## src/rtl/sweep_peak_ctrl_if.sv

```systemverilog
// ADC sample handshake and max-voltage holding register path of the sweep controller.
// The controller side is master; the ADC/holding-register side is slave.
interface sweep_peak_ctrl_if;
    logic [9:0] ADC_DATA;
    logic       ADC_VALID;
    logic [9:0] LV;
    logic       SAMPLE_REQ;
    logic [9:0] PV;
    logic       GT;

    modport master (input ADC_DATA, ADC_VALID, LV, output SAMPLE_REQ, PV, GT);
    modport slave  (output ADC_DATA, ADC_VALID, LV, input SAMPLE_REQ, PV, GT);
endinterface

```

## src/rtl/sweep_peak_ctrl.sv

```systemverilog
// Servo sweep sequencer: move, settle, sample, compare against the held maximum,
// then park at the best position found and report completion.
module sweep_peak_ctrl #(
    parameter int POS_W      = 8,
    parameter int POS_MIN    = 0,
    parameter int POS_MAX    = 180,
    parameter int STEP       = 1,
    parameter int SETTLE_CYC = 50000,
    parameter int ADC_TMO    = 1024
) (
    input  logic              CLK,
    input  logic              RST,
    input  logic              START,
    input  logic              ABORT,
    sweep_peak_ctrl_if.master bus,
    output logic [POS_W-1:0]  SERVO_POS,
    output logic [POS_W-1:0]  BEST_POS,
    output logic              BUSY,
    output logic              DONE,
    output logic              TMO_ERR
);
    localparam int SC_W = $clog2(SETTLE_CYC + 1);
    localparam int TC_W = $clog2(ADC_TMO + 1);

    localparam logic [POS_W-1:0] POS_FIRST   = POS_W'(POS_MIN);
    localparam logic [POS_W:0]   POS_LAST    = (POS_W+1)'(POS_MAX);
    localparam logic [POS_W:0]   STEP_INC    = (POS_W+1)'(STEP);
    localparam logic [SC_W-1:0]  SETTLE_LOAD = SC_W'(SETTLE_CYC - 1);
    localparam logic [TC_W-1:0]  TMO_LAST    = TC_W'(ADC_TMO - 1);

    typedef enum logic [2:0] {
        S_IDLE, S_MOVE, S_SETTLE, S_REQ, S_WAIT, S_CMP, S_PARK, S_DONE
    } state_t;

    state_t          state;
    logic            first;
    logic [SC_W-1:0] settle_cnt;
    logic [TC_W-1:0] tmo_cnt;
    logic [POS_W:0]  pos_sum;
    logic            last_step;
    logic            abort_hit;

    // One extra bit so the end-of-range test never sees a wrapped position.
    assign pos_sum   = {1'b0, SERVO_POS} + STEP_INC;
    assign last_step = pos_sum > POS_LAST;
    assign abort_hit = ABORT && (state inside {S_MOVE, S_SETTLE, S_REQ, S_WAIT});

    // NOTE: sequential state uses non-blocking assignments so every branch reads pre-edge values.
    always_ff @(posedge CLK) begin
        if (RST) begin
            state          <= S_IDLE;
            SERVO_POS      <= POS_FIRST;
            BEST_POS       <= POS_FIRST;
            bus.PV         <= '0;
            bus.GT         <= 1'b0;
            bus.SAMPLE_REQ <= 1'b0;
            BUSY           <= 1'b0;
            DONE           <= 1'b0;
            TMO_ERR        <= 1'b0;
            first          <= 1'b1;
            settle_cnt     <= '0;
            tmo_cnt        <= '0;
        end else begin
            bus.GT         <= 1'b0;
            bus.SAMPLE_REQ <= 1'b0;
            DONE           <= 1'b0;
            if (abort_hit) begin
                state      <= S_PARK;
                settle_cnt <= SETTLE_LOAD;
            end else begin
                unique case (state)
                    S_IDLE, S_DONE: begin
                        if (START) begin
                            SERVO_POS <= POS_FIRST;
                            first     <= 1'b1;
                            TMO_ERR   <= 1'b0;
                            BUSY      <= 1'b1;
                            state     <= S_MOVE;
                        end
                    end
                    S_MOVE: begin
                        settle_cnt <= SETTLE_LOAD;
                        state      <= S_SETTLE;
                    end
                    S_SETTLE: begin
                        if (settle_cnt == '0) begin
                            bus.SAMPLE_REQ <= 1'b1;
                            state          <= S_REQ;
                        end else begin
                            settle_cnt <= settle_cnt - SC_W'(1);
                        end
                    end
                    S_REQ: begin
                        tmo_cnt <= '0;
                        state   <= S_WAIT;
                    end
                    S_WAIT: begin
                        if (bus.ADC_VALID) begin
                            // LV cannot move before CMP, so the decision is registered
                            // here and GT is high exactly for the CMP cycle.
                            bus.PV <= bus.ADC_DATA;
                            bus.GT <= first || (bus.ADC_DATA > bus.LV);
                            state  <= S_CMP;
                        end else if (tmo_cnt == TMO_LAST) begin
                            TMO_ERR <= 1'b1;
                            if (last_step) begin
                                settle_cnt <= SETTLE_LOAD;
                                state      <= S_PARK;
                            end else begin
                                SERVO_POS <= pos_sum[POS_W-1:0];
                                state     <= S_MOVE;
                            end
                        end else begin
                            tmo_cnt <= tmo_cnt + TC_W'(1);
                        end
                    end
                    S_CMP: begin
                        if (bus.GT) begin
                            BEST_POS <= SERVO_POS;
                            first    <= 1'b0;
                        end
                        if (last_step) begin
                            settle_cnt <= SETTLE_LOAD;
                            state      <= S_PARK;
                        end else begin
                            SERVO_POS <= pos_sum[POS_W-1:0];
                            state     <= S_MOVE;
                        end
                    end
                    S_PARK: begin
                        SERVO_POS <= BEST_POS;
                        if (settle_cnt == '0) begin
                            BUSY  <= 1'b0;
                            DONE  <= 1'b1;
                            state <= S_DONE;
                        end else begin
                            settle_cnt <= settle_cnt - SC_W'(1);
                        end
                    end
                    default: state <= S_IDLE;
                endcase
            end
        end
    end
endmodule

```

## src/flat_wrapper.sv

```systemverilog
// flat-port wrapper written by rule: the top's interface ports become plain ports
module sweep_peak_ctrl_flat 
#(
    parameter int POS_W      = 8,
    parameter int POS_MIN    = 0,
    parameter int POS_MAX    = 180,
    parameter int STEP       = 1,
    parameter int SETTLE_CYC = 50000,
    parameter int ADC_TMO    = 1024
)
  (CLK, RST, START, ABORT, SERVO_POS, BEST_POS, BUSY, DONE, TMO_ERR, bus_ADC_DATA, bus_ADC_VALID, bus_LV, bus_SAMPLE_REQ, bus_PV, bus_GT);
  sweep_peak_ctrl_if bus_i ();
  input  logic CLK;
  input  logic RST;
  input  logic START;
  input  logic ABORT;
  output logic [POS_W-1:0] SERVO_POS;
  output logic [POS_W-1:0] BEST_POS;
  output logic BUSY;
  output logic DONE;
  output logic TMO_ERR;
  input wire logic [$bits(bus_i.ADC_DATA)-1:0] bus_ADC_DATA;
  input wire logic [$bits(bus_i.ADC_VALID)-1:0] bus_ADC_VALID;
  input wire logic [$bits(bus_i.LV)-1:0] bus_LV;
  output wire logic [$bits(bus_i.SAMPLE_REQ)-1:0] bus_SAMPLE_REQ;
  output wire logic [$bits(bus_i.PV)-1:0] bus_PV;
  output wire logic [$bits(bus_i.GT)-1:0] bus_GT;
  assign bus_i.ADC_DATA = bus_ADC_DATA;
  assign bus_i.ADC_VALID = bus_ADC_VALID;
  assign bus_i.LV = bus_LV;
  assign bus_SAMPLE_REQ = bus_i.SAMPLE_REQ;
  assign bus_PV = bus_i.PV;
  assign bus_GT = bus_i.GT;
  sweep_peak_ctrl #(.POS_W(POS_W), .POS_MIN(POS_MIN), .POS_MAX(POS_MAX), .STEP(STEP), .SETTLE_CYC(SETTLE_CYC), .ADC_TMO(ADC_TMO)) u_core (.CLK(CLK), .RST(RST), .START(START), .ABORT(ABORT), .bus(bus_i), .SERVO_POS(SERVO_POS), .BEST_POS(BEST_POS), .BUSY(BUSY), .DONE(DONE), .TMO_ERR(TMO_ERR));
endmodule
```

## config.mk

```make
export PLATFORM = sky130hd
export DESIGN_NAME = sweep_peak_ctrl_flat
export DESIGN_NICKNAME = d
export VERILOG_FILES = /design/src/rtl/sweep_peak_ctrl_if.sv /design/src/rtl/sweep_peak_ctrl.sv /design/src/flat_wrapper.sv
export SDC_FILE = /design/constraint.sdc
export NUM_CORES = 1
export LEC_CHECK = 0
export BUFFER_PORTS_ARGS = -buffer_cell sky130_fd_sc_hd__buf_2
export CORE_ASPECT_RATIO = 0.7
export CORE_MARGIN = 5
export CORE_UTILIZATION = 55
export DETAILED_ROUTE_END_ITERATION = 16
export GPL_TIMING_DRIVEN = 0
export PLACE_DENSITY = 0.78
export SLEW_MARGIN = 10
export SYNTH_ARGS = -nofsm -noshare
export SYNTH_HDL_FRONTEND = slang
export SYNTH_SLANG_ARGS = --single-unit
```

## constraint.sdc

```tcl
create_clock -name CLK -period 6.18 [get_ports CLK]
set_input_delay 1.236 -clock CLK [delete_from_list [all_inputs] [get_ports CLK]]
set_output_delay 1.236 -clock CLK [all_outputs]
set_load 0.05 [all_outputs]
```

# == Word level (Yosys, flattened, before mapping) ==
# Index checks and enable logic that the tools add are counted.
# totals
reg_bits,62
latchBits,0
ram_bits,0
romBits,0
in_bits,25
output_inout_bits,31
word_cells,109
memories,0
# classes
n_addsub,3
n_mul,0
div,0
n_lt_le_gt_ge,2
eq_ne,24
n_shift,0
mux,32
bitwise_logic,5
reduce_logical,29
# op_table
operator,count
$mux 16,5
$pmux 16 s4,1
$mux 8,4
$pmux 8 s4,1
$reduce_and 4->1,7
$mux 11,2
$pmux 11 s2,1
$mux 3,7
$pmux 3 s7,1
$logic_not 16->1,1
$sub 16x1->16 const B,1
$ne 3x2->1 const B,5
$eq 3x3->1 const B,4
$ne 2x2->1 const B,6
$reduce_bool 4->1,3
$add 11x1->11 const B,1
$eq 11x10->1 const B,1
$gt 10x10->1,1
$reduce_and 5->1,2
$add 8x1->9 const B,1
$gt 9x8->1 const B,1
$reduce_bool 2->1,4
$mux 1,7
$eq 3x2->1 const B,2
15 further kinds,26

# == Logic depth before layout (Yosys ltp) ==
# Gate-level depths: netlist of run 1.
# logic_depth
ltp_word,7
depth_mapped,9
mapped_depth_nobuf,8

# == Worst setup path after synthesis of run 1 ==
# Ideal clock, no wire load.
# synth_path
kind,register to register
from,reg u_core.SERVO_POS[2]
to,reg u_core.SERVO_POS[7]
setup_ps,86
t_arrival_ps,2532
required_time_ps,6094
path_slack_ps,3563
stages_incl_launch_ff,10
path_buffers,2
period_less_slack_ps,2617
cell_sequence,dfxtp_1 -> clkbuf_2 -> nand3_2 -> nor3_1 -> mux2_2 -> a21boi_2 -> a21oi_1 -> buf_2 -> nor2_1 -> a211oi_1
# synth_via
elab_chain_len,6
# synth_lines
item,line,text
"start, declared",sweep_peak_ctrl.sv:16,"output logic [POS_W-1:0] SERVO_POS,"
"start signal, assigned",sweep_peak_ctrl.sv:110,SERVO_POS <= pos_sum[POS_W-1:0];
"start signal, assigned",sweep_peak_ctrl.sv:126,SERVO_POS <= pos_sum[POS_W-1:0];
$add 8x1->9 (*),sweep_peak_ctrl.sv:44,"assign pos_sum = {1'b0, SERVO_POS} + STEP_INC;"
$gt 9x8->1,sweep_peak_ctrl.sv:45,assign last_step = pos_sum > POS_LAST;
$mux 8 (*),"sweep_peak_ctrl.sv:106, sweep_peak_ctrl.sv:122",
$mux 8,sweep_peak_ctrl.sv:104,end else if (tmo_cnt == TMO_LAST) begin
$mux 8,sweep_peak_ctrl.sv:98,if (bus.ADC_VALID) begin
$pmux 8 s4 (*),sweep_peak_ctrl.sv:71,unique case (state)
# Mark *: on every way between the ends. The rest lies on a longest branch, timed or not. The select of a mux whose other input is x is not followed.
# A chain may end at the register's enable or synchronous reset.

# == Worst setup path after layout of run 1 ==
# layout_path
from,in bus_ADC_VALID
to,reg u_core.settle_cnt[10]
# layout_via
elab_chain_len,2
# layout_lines
item,line,text
"start, declared",flat_wrapper.sv:23,input wire logic [$bits(bus_i.ADC_VALID)-1:0] bus_ADC_VALID;
$ne 2x2->1 (no line),--,
$reduce_and 4->1 (no line),--,
"end signal, assigned",sweep_peak_ctrl.sv:90,settle_cnt <= settle_cnt - SC_W'(1);
"end signal, assigned",sweep_peak_ctrl.sv:137,settle_cnt <= settle_cnt - SC_W'(1);
"end, declared",sweep_peak_ctrl.sv:37,logic [SC_W-1:0] settle_cnt;
# No other way between the ends.

==> results.toml, run 1 <==
[global_route]
top_usage_layer = "met2"
gr-usage-met3_pct = 7.13
grt_usage_pct = 22.3
overflow = 0
grt_max_degree = 12
grt_pass1_wl_mm = 15.1
use_met1_pct = 30.2
grtUsageMet2_pct = 33.5
grt_pass1_vias = 3311
antenna_found_initial = 0

[placed_design]
gp_congestion = 0.936
portBuffers = 55
dp_hpwl_mm = 6.70
dpl.cell_count = 577

[synthesis]
yosysWarnings = 0
ys_types = 63
synthesis.nets = 483
syn_area_um2 = 3500
synth-seq-area-share_pct = 35.5
async_reset_ff_share_pct = 0
synth_edf_count = 0
synth.area.top_cells = "dfxtp_1, a21oi_1, nand2_1"
syn_avg_cell_area_um2 = 7.87
synth_ff_type = "dfxtp_1"
netlist_instances = 444
yosysTopAreaCell = "dfxtp_1"
yosys_register_bits = 62
netlist.area_leader.share_pct = 35.5

[floorplanning]
boundaryPins = 56
coreArea_um2 = 6220
initial_core_util_pct = 56.2
die_x_um = 105
dieArea_um2 = 8080
die_y_um = 76.7
fp-row-count = 24

[layout]
drive_above_1_share_pct = 18.8
syn2layout_area_growth_pct = 17.3
fin_util_pct = 66.0
num_antenna_cells = 0
num-nets-final = 549
fin_cells = 593

[timing]
timing.fmax_mhz = 330
tns_ps = 0
tightest_slew_ps = 1020
min_period_over_period_pct = 49.0
maxSlewViolCount = 0
fin_worst_skew_ps = 11.7
slew_headroom_pct = 31.3
finalSetupViolations = 0
min_period_ps = 3030
final-hold-violation-count = 0
rsz0062_at_grt = "false"

[power_and_ir_drop]
ir_drop_v = 0.000271
switching_power_uw = 745
pwr-share-clk_pct = 24.2
power.internal_uw = 976
total_power_uw = 1720
seqPwrFrac_pct = 30.5
p_per_area_nw_per_um2 = 420
p_leak_uw = 0.00175
switching_share_pct = 43.3
pwr-share-comb_pct = 45.4

[setup_path]
slowest_delay_ps = 690
rr_endpoint = "u_core.settle_cnt[10]"
crit_required_ps = 6400
end_kind = "flip-flop"
r2r_cells = 8
critPathLaunchType = "input port"
crit_path_max_fanout = 7
cp_top_family = "simple AND/OR/NAND/NOR gates"
worstPathCellList = "buf_2 > nor3_1 > a21oi_1 > nor3_1 > nand3_1 > o21ai_0 > a21oi_1"
cp_num_buf_inv = 1
r2r_start = "u_core.state[0]"
worstSetupPathType = "input port to flip-flop"
rrSetupSlack_ps = 3410
worstPathArrival_ps = 3250
crit_slowest_cell = "nor3_1"

[min_path]
holdPathStages = 2
hold_path.startpoint = "u_core.BEST_POS[1]"
hp-class = "flip-flop to flip-flop"
hold-path-endpoint = "u_core.BEST_POS[1]"

[drt]
drcViolationCount = 0
post_drt_wl_per_cell_um = 15.4
drtAntennaViolNets = 0
viasPerCell = 5.91
dr_total_vias = 3504
drtIter0Drc = 241
drt-total-wl_mm = 9.12
firstDrtPassIters = 6

[clock_network]
h-tree-depth = 3
path_clk_slew_ps = 70
hold_buffers = 0
post-cts-setup-buffers = 0
root_buffer = "clkbuf_8"
numClockSinks = 62
clk_latency_ps = 350
tritoncts = "yes"
clk_path_buf_depth = 2
post_cts_resized = 0
numCtsBuffers = 9

[outcome]
run_status = "finished, final reports clean"

[flow_run]
cap_violations = 0
==> per-layer routing <==
metal / vias to the layer above / routed length [µm]
li1: 1732 / -
met1: 1617 / 4250
met2: 139 / 3940
met3: 16 / 813
met4: 0 / 121
met5: - / 0
==> state kept, by name, summed over array words and instances, names as in the netlist <==
name,cells
u_core.BUSY,1
u_core.bus.PV,10
u_core.settle_cnt,16
u_core.state,3
u_core.tmo_cnt,11
u_core.bus.GT,1
u_core.first,1
u_core.DONE,1
u_core.BEST_POS,8
u_core.bus.SAMPLE_REQ,1
u_core.SERVO_POS,8
u_core.TMO_ERR,1
==> worst max path at each step <==
stage	startpoint	to	slack, ps	depth (start not counted)
after global placement	bus_ADC_VALID	u_core.settle_cnt[8]	2990	7
after global routing	bus_ADC_VALID	u_core.settle_cnt[8]	3030	7
final	bus_ADC_VALID	u_core.settle_cnt[10]	3150	7
after CTS	bus_ADC_VALID	u_core.settle_cnt[10]	3260	7
after floorplan	u_core.SERVO_POS[2]	u_core.SERVO_POS[7]	3560	9
after detailed placement	bus_ADC_VALID	u_core.settle_cnt[10]	2920	7
==> area by class of cell <==
class	count	area (µm²)
multi-input combinational	342	2100
sequential	62	1240
clock inverter	5	81.3
clock buffer	11	151
timing repair buffer	55	275
inverter	25	93.8
buffer	15	63.8
tap	78	97.6
fill	546	2110
==> cells in the final DEF, fill, tap and decap left out, drive strengths merged, types with 4 or more instances in the layout <==
cell	count
buf	59
mux2i	12
nor2	46
inv	24
nand2b	4
o211ai	4
a21oi	49
or3	6
a31oi	8
ha	14
nand2	54
nand4	6
a22oi	4
nand3	19
o21ai	25
a211oi	8
nor3	21
clkbuf	22
xnor2	4
or2	4
a21o	4
xor2	4
dfxtp	62
==> worst reg2reg max path, stage by stage, from the launching register on <==
cell,delay (ps)
dfxtp_1,410
buf_2,250
inv_1,140
nand2_1,200
a21oi_1,130
nor3_1,690
nand3_1,470
o21ai_0,280
a21oi_1,90
==> through the flow <==
step	hold slack (ps)	instance area, µm²	worst slack, ps
2_1_floorplan	444	3500	3560
3_3_place_gp	457	3870	2990
3_5_place_dp	464	3870	2920
4_1_cts	474	4100	3260
5_1_grt	504	4100	3030
6_report	472	4100	3150
==> cell families (layout without fill, tap and decap cells) <==
group	Yosys count	in the layout	share of synthesized area, %
adders and majority gates	15	15	5.30
muxes	14	14	4.08
xor gates and xnor gates	8	8	2.00
buffers and inverters	40	111	4.51
and+or+nand+nor	174	174	23.8
DFF	62	62	35.5
AOI/OAI and AO/OA	131	131	24.8
==> synth_stat cells (all sizes together) (4+ instances only) <==
cell	instances
a21oi	49
o21ai	25
nand3	19
nand2b	4
nand2	54
buf	4
a22oi	4
ha	14
a31oi	8
o211ai	4
nor2	46
or3	6
nor3	21
a21o	4
inv	24
xnor2	4
mux2i	12
dfxtp	62
clkbuf	11
nand4	6
xor2	4
or2	4
a211oi	8
==> power groups by stage <==
| stage | sequential, µW | clock (µW) | combinational, µW |
|---|---|---|---|
| detailed placement | 530 | 0 | 764 |
| global placement | 528 | 0 | 750 |
| global route | 533 | 436 | 857 |
| CTS | 522 | 417 | 770 |
| floorplan | 596 | 0 | 519 |
| finish | 525 | 416 | 781 |
Note: power is estimated with default switching activity, not from simulation.
==> inputs of run 2 (changes only) <==
Settings changed: CORE_UTILIZATION 55 to 51, PLACE_DENSITY 0.78 to 0.76.
Clock period 6.18 ns to 2.6 ns, I/O delays scaled along.
==> results.toml, run 2 (same netlist as run 1, synthesis figures left out) <==
[drt]
drcViolationCount = 0
route.met2.wl_mm = 4.10
drtIter0Drc = 357
post_drt_wl_per_cell_um = 15.2
drtAntennaViolNets = 0
drt-met1-wl_mm = 4.37
viasPerCell = 5.83
wl_met3_um = 683
drt-total-wl_mm = 9.25
firstDrtPassIters = 5
top_layer_used = "met4"
dr_total_vias = 3543

[layout]
layout_common_cells = "dfxtp_1, buf_2, nand2_1"
final_common_cell = "dfxtp_1"
biggestRegsByFlops = "u_core.settle_cnt (16), u_core.tmo_cnt (11), u_core.bus.PV (10)"
num-nets-final = 548
syn2layout_area_growth_pct = 19.2
largest_reg_flops = 16
top_register = "u_core.settle_cnt"
fin_util_pct = 62.3
postLayoutCellArea_um2 = 4170
drive_above_1_share_pct = 20.8
num_antenna_cells = 0

[min_path]
hp-class = "input port to flip-flop"

[power_and_ir_drop]
p_per_area_nw_per_um2 = 990
ir_drop_v = 0.000520
p_leak_uw = 0.00177
total_power_uw = 4130

[placed_design]
dp_hpwl_mm = 6.73
portBuffers = 55
dpl_cell_area_um2 = 3890
gp_congestion = 0.911

[setup_path]
critPathLaunchType = "flip-flop"
worstSetupPathType = "flip-flop to flip-flop"
crit_required_ps = 2840
worstPathArrival_ps = 2710
end_kind = "flip-flop"
crit_path_max_fanout = 8

[clock_network]
clk_path_buf_depth = 2
clk_latency_ps = 350
hold_buffers = 0
path_clk_slew_ps = 70
numCtsBuffers = 9
numClockSinks = 62
tritoncts = "yes"
h-tree-depth = 3
post-cts-setup-buffers = 0
post_cts_resized = 0
root_buffer = "clkbuf_8"

[timing]
min_period_ps = 2460
tns_ps = 0
min_period_over_period_pct = 94.7
slew_headroom_pct = 30.9
final-hold-violation-count = 0
rsz0062_at_grt = "false"
maxSlewViolCount = 0
finalSetupViolations = 0
timing.fmax_mhz = 406
tightest_slew_ps = 1030
fin_worst_skew_ps = 10.3

[global_route]
grt_max_degree = 11
grt_pass1_vias = 3227
grt_usage_pct = 22.3
overflow = 0
grt_pass1_wl_mm = 15.4
antenna_found_initial = 0

[outcome]
run_status = "finished, final reports clean"

[floorplanning]
initial_core_util_pct = 52.2
boundaryPins = 56
die_x_um = 109
fp-row-count = 25
coreArea_um2 = 6690
die_y_um = 79.3
dieArea_um2 = 8640

[flow_run]
cap_violations = 0
==> run 2: worst paths after layout <==
| check | startpoint | endpoint | slack [ps] | depth (start not counted) |
|---|---|---|---|---|
| min reg2reg | u_core.BEST_POS[4] | u_core.BEST_POS[4] | 470 | 2 |
| min | bus_ADC_DATA[7] | u_core.bus.PV[7] | 430 | 3 |
| max reg2reg | u_core.SERVO_POS[2] | u_core.settle_cnt[3] | 140 | 8 |
| max | u_core.SERVO_POS[2] | u_core.settle_cnt[3] | 140 | 8 |
==> run 2: power by group <==
group,internal (µW),switching (µW),leakage [µW]
Sequential,1100,156,0.000506
Combinational,665,1260,0.00115
Clock,563,375,0.000110
Total,2330,1800,0.00177
==> run 2: per-layer routing <==
metal  vias to the layer above  track usage [%]
met2                       135             33.6
met4                         0             5.80
met3                        13             5.52
met1                      1663             31.7
met5                         -                0
li1                       1732                -
==> run 2: worst max-delay path, cell delays in order, from the launching register on <==
cell	delay (ps)
dfxtp_2	340
clkbuf_2	200
nand3_2	180
nor3_4	240
mux2_2	400
nand2b_1	280
a31o_2	370
o21a_1	120
o221a_2	230
==> run 2: layout make-up <==
type / count / area, µm²
inverters: 25 / 93.8
clock inverters: 4 / 70.1
well taps: 94 / 118
plain buffers: 14 / 62.6
fillers: 622 / 2530
flip-flops and latches: 62 / 1250
clock buffers: 12 / 145
repair buffers: 55 / 275
multi-input cells: 342 / 2160
==> run 2: metrics by stage <==
stage	hold slack [ps]	instances	setup WS (ps)
floorplan	444	444	27.2
global placement	455	593	85.7
detailed placement	463	593	61.5
CTS	424	609	14.2
global route	449	608	2.34
finish	426	608	139
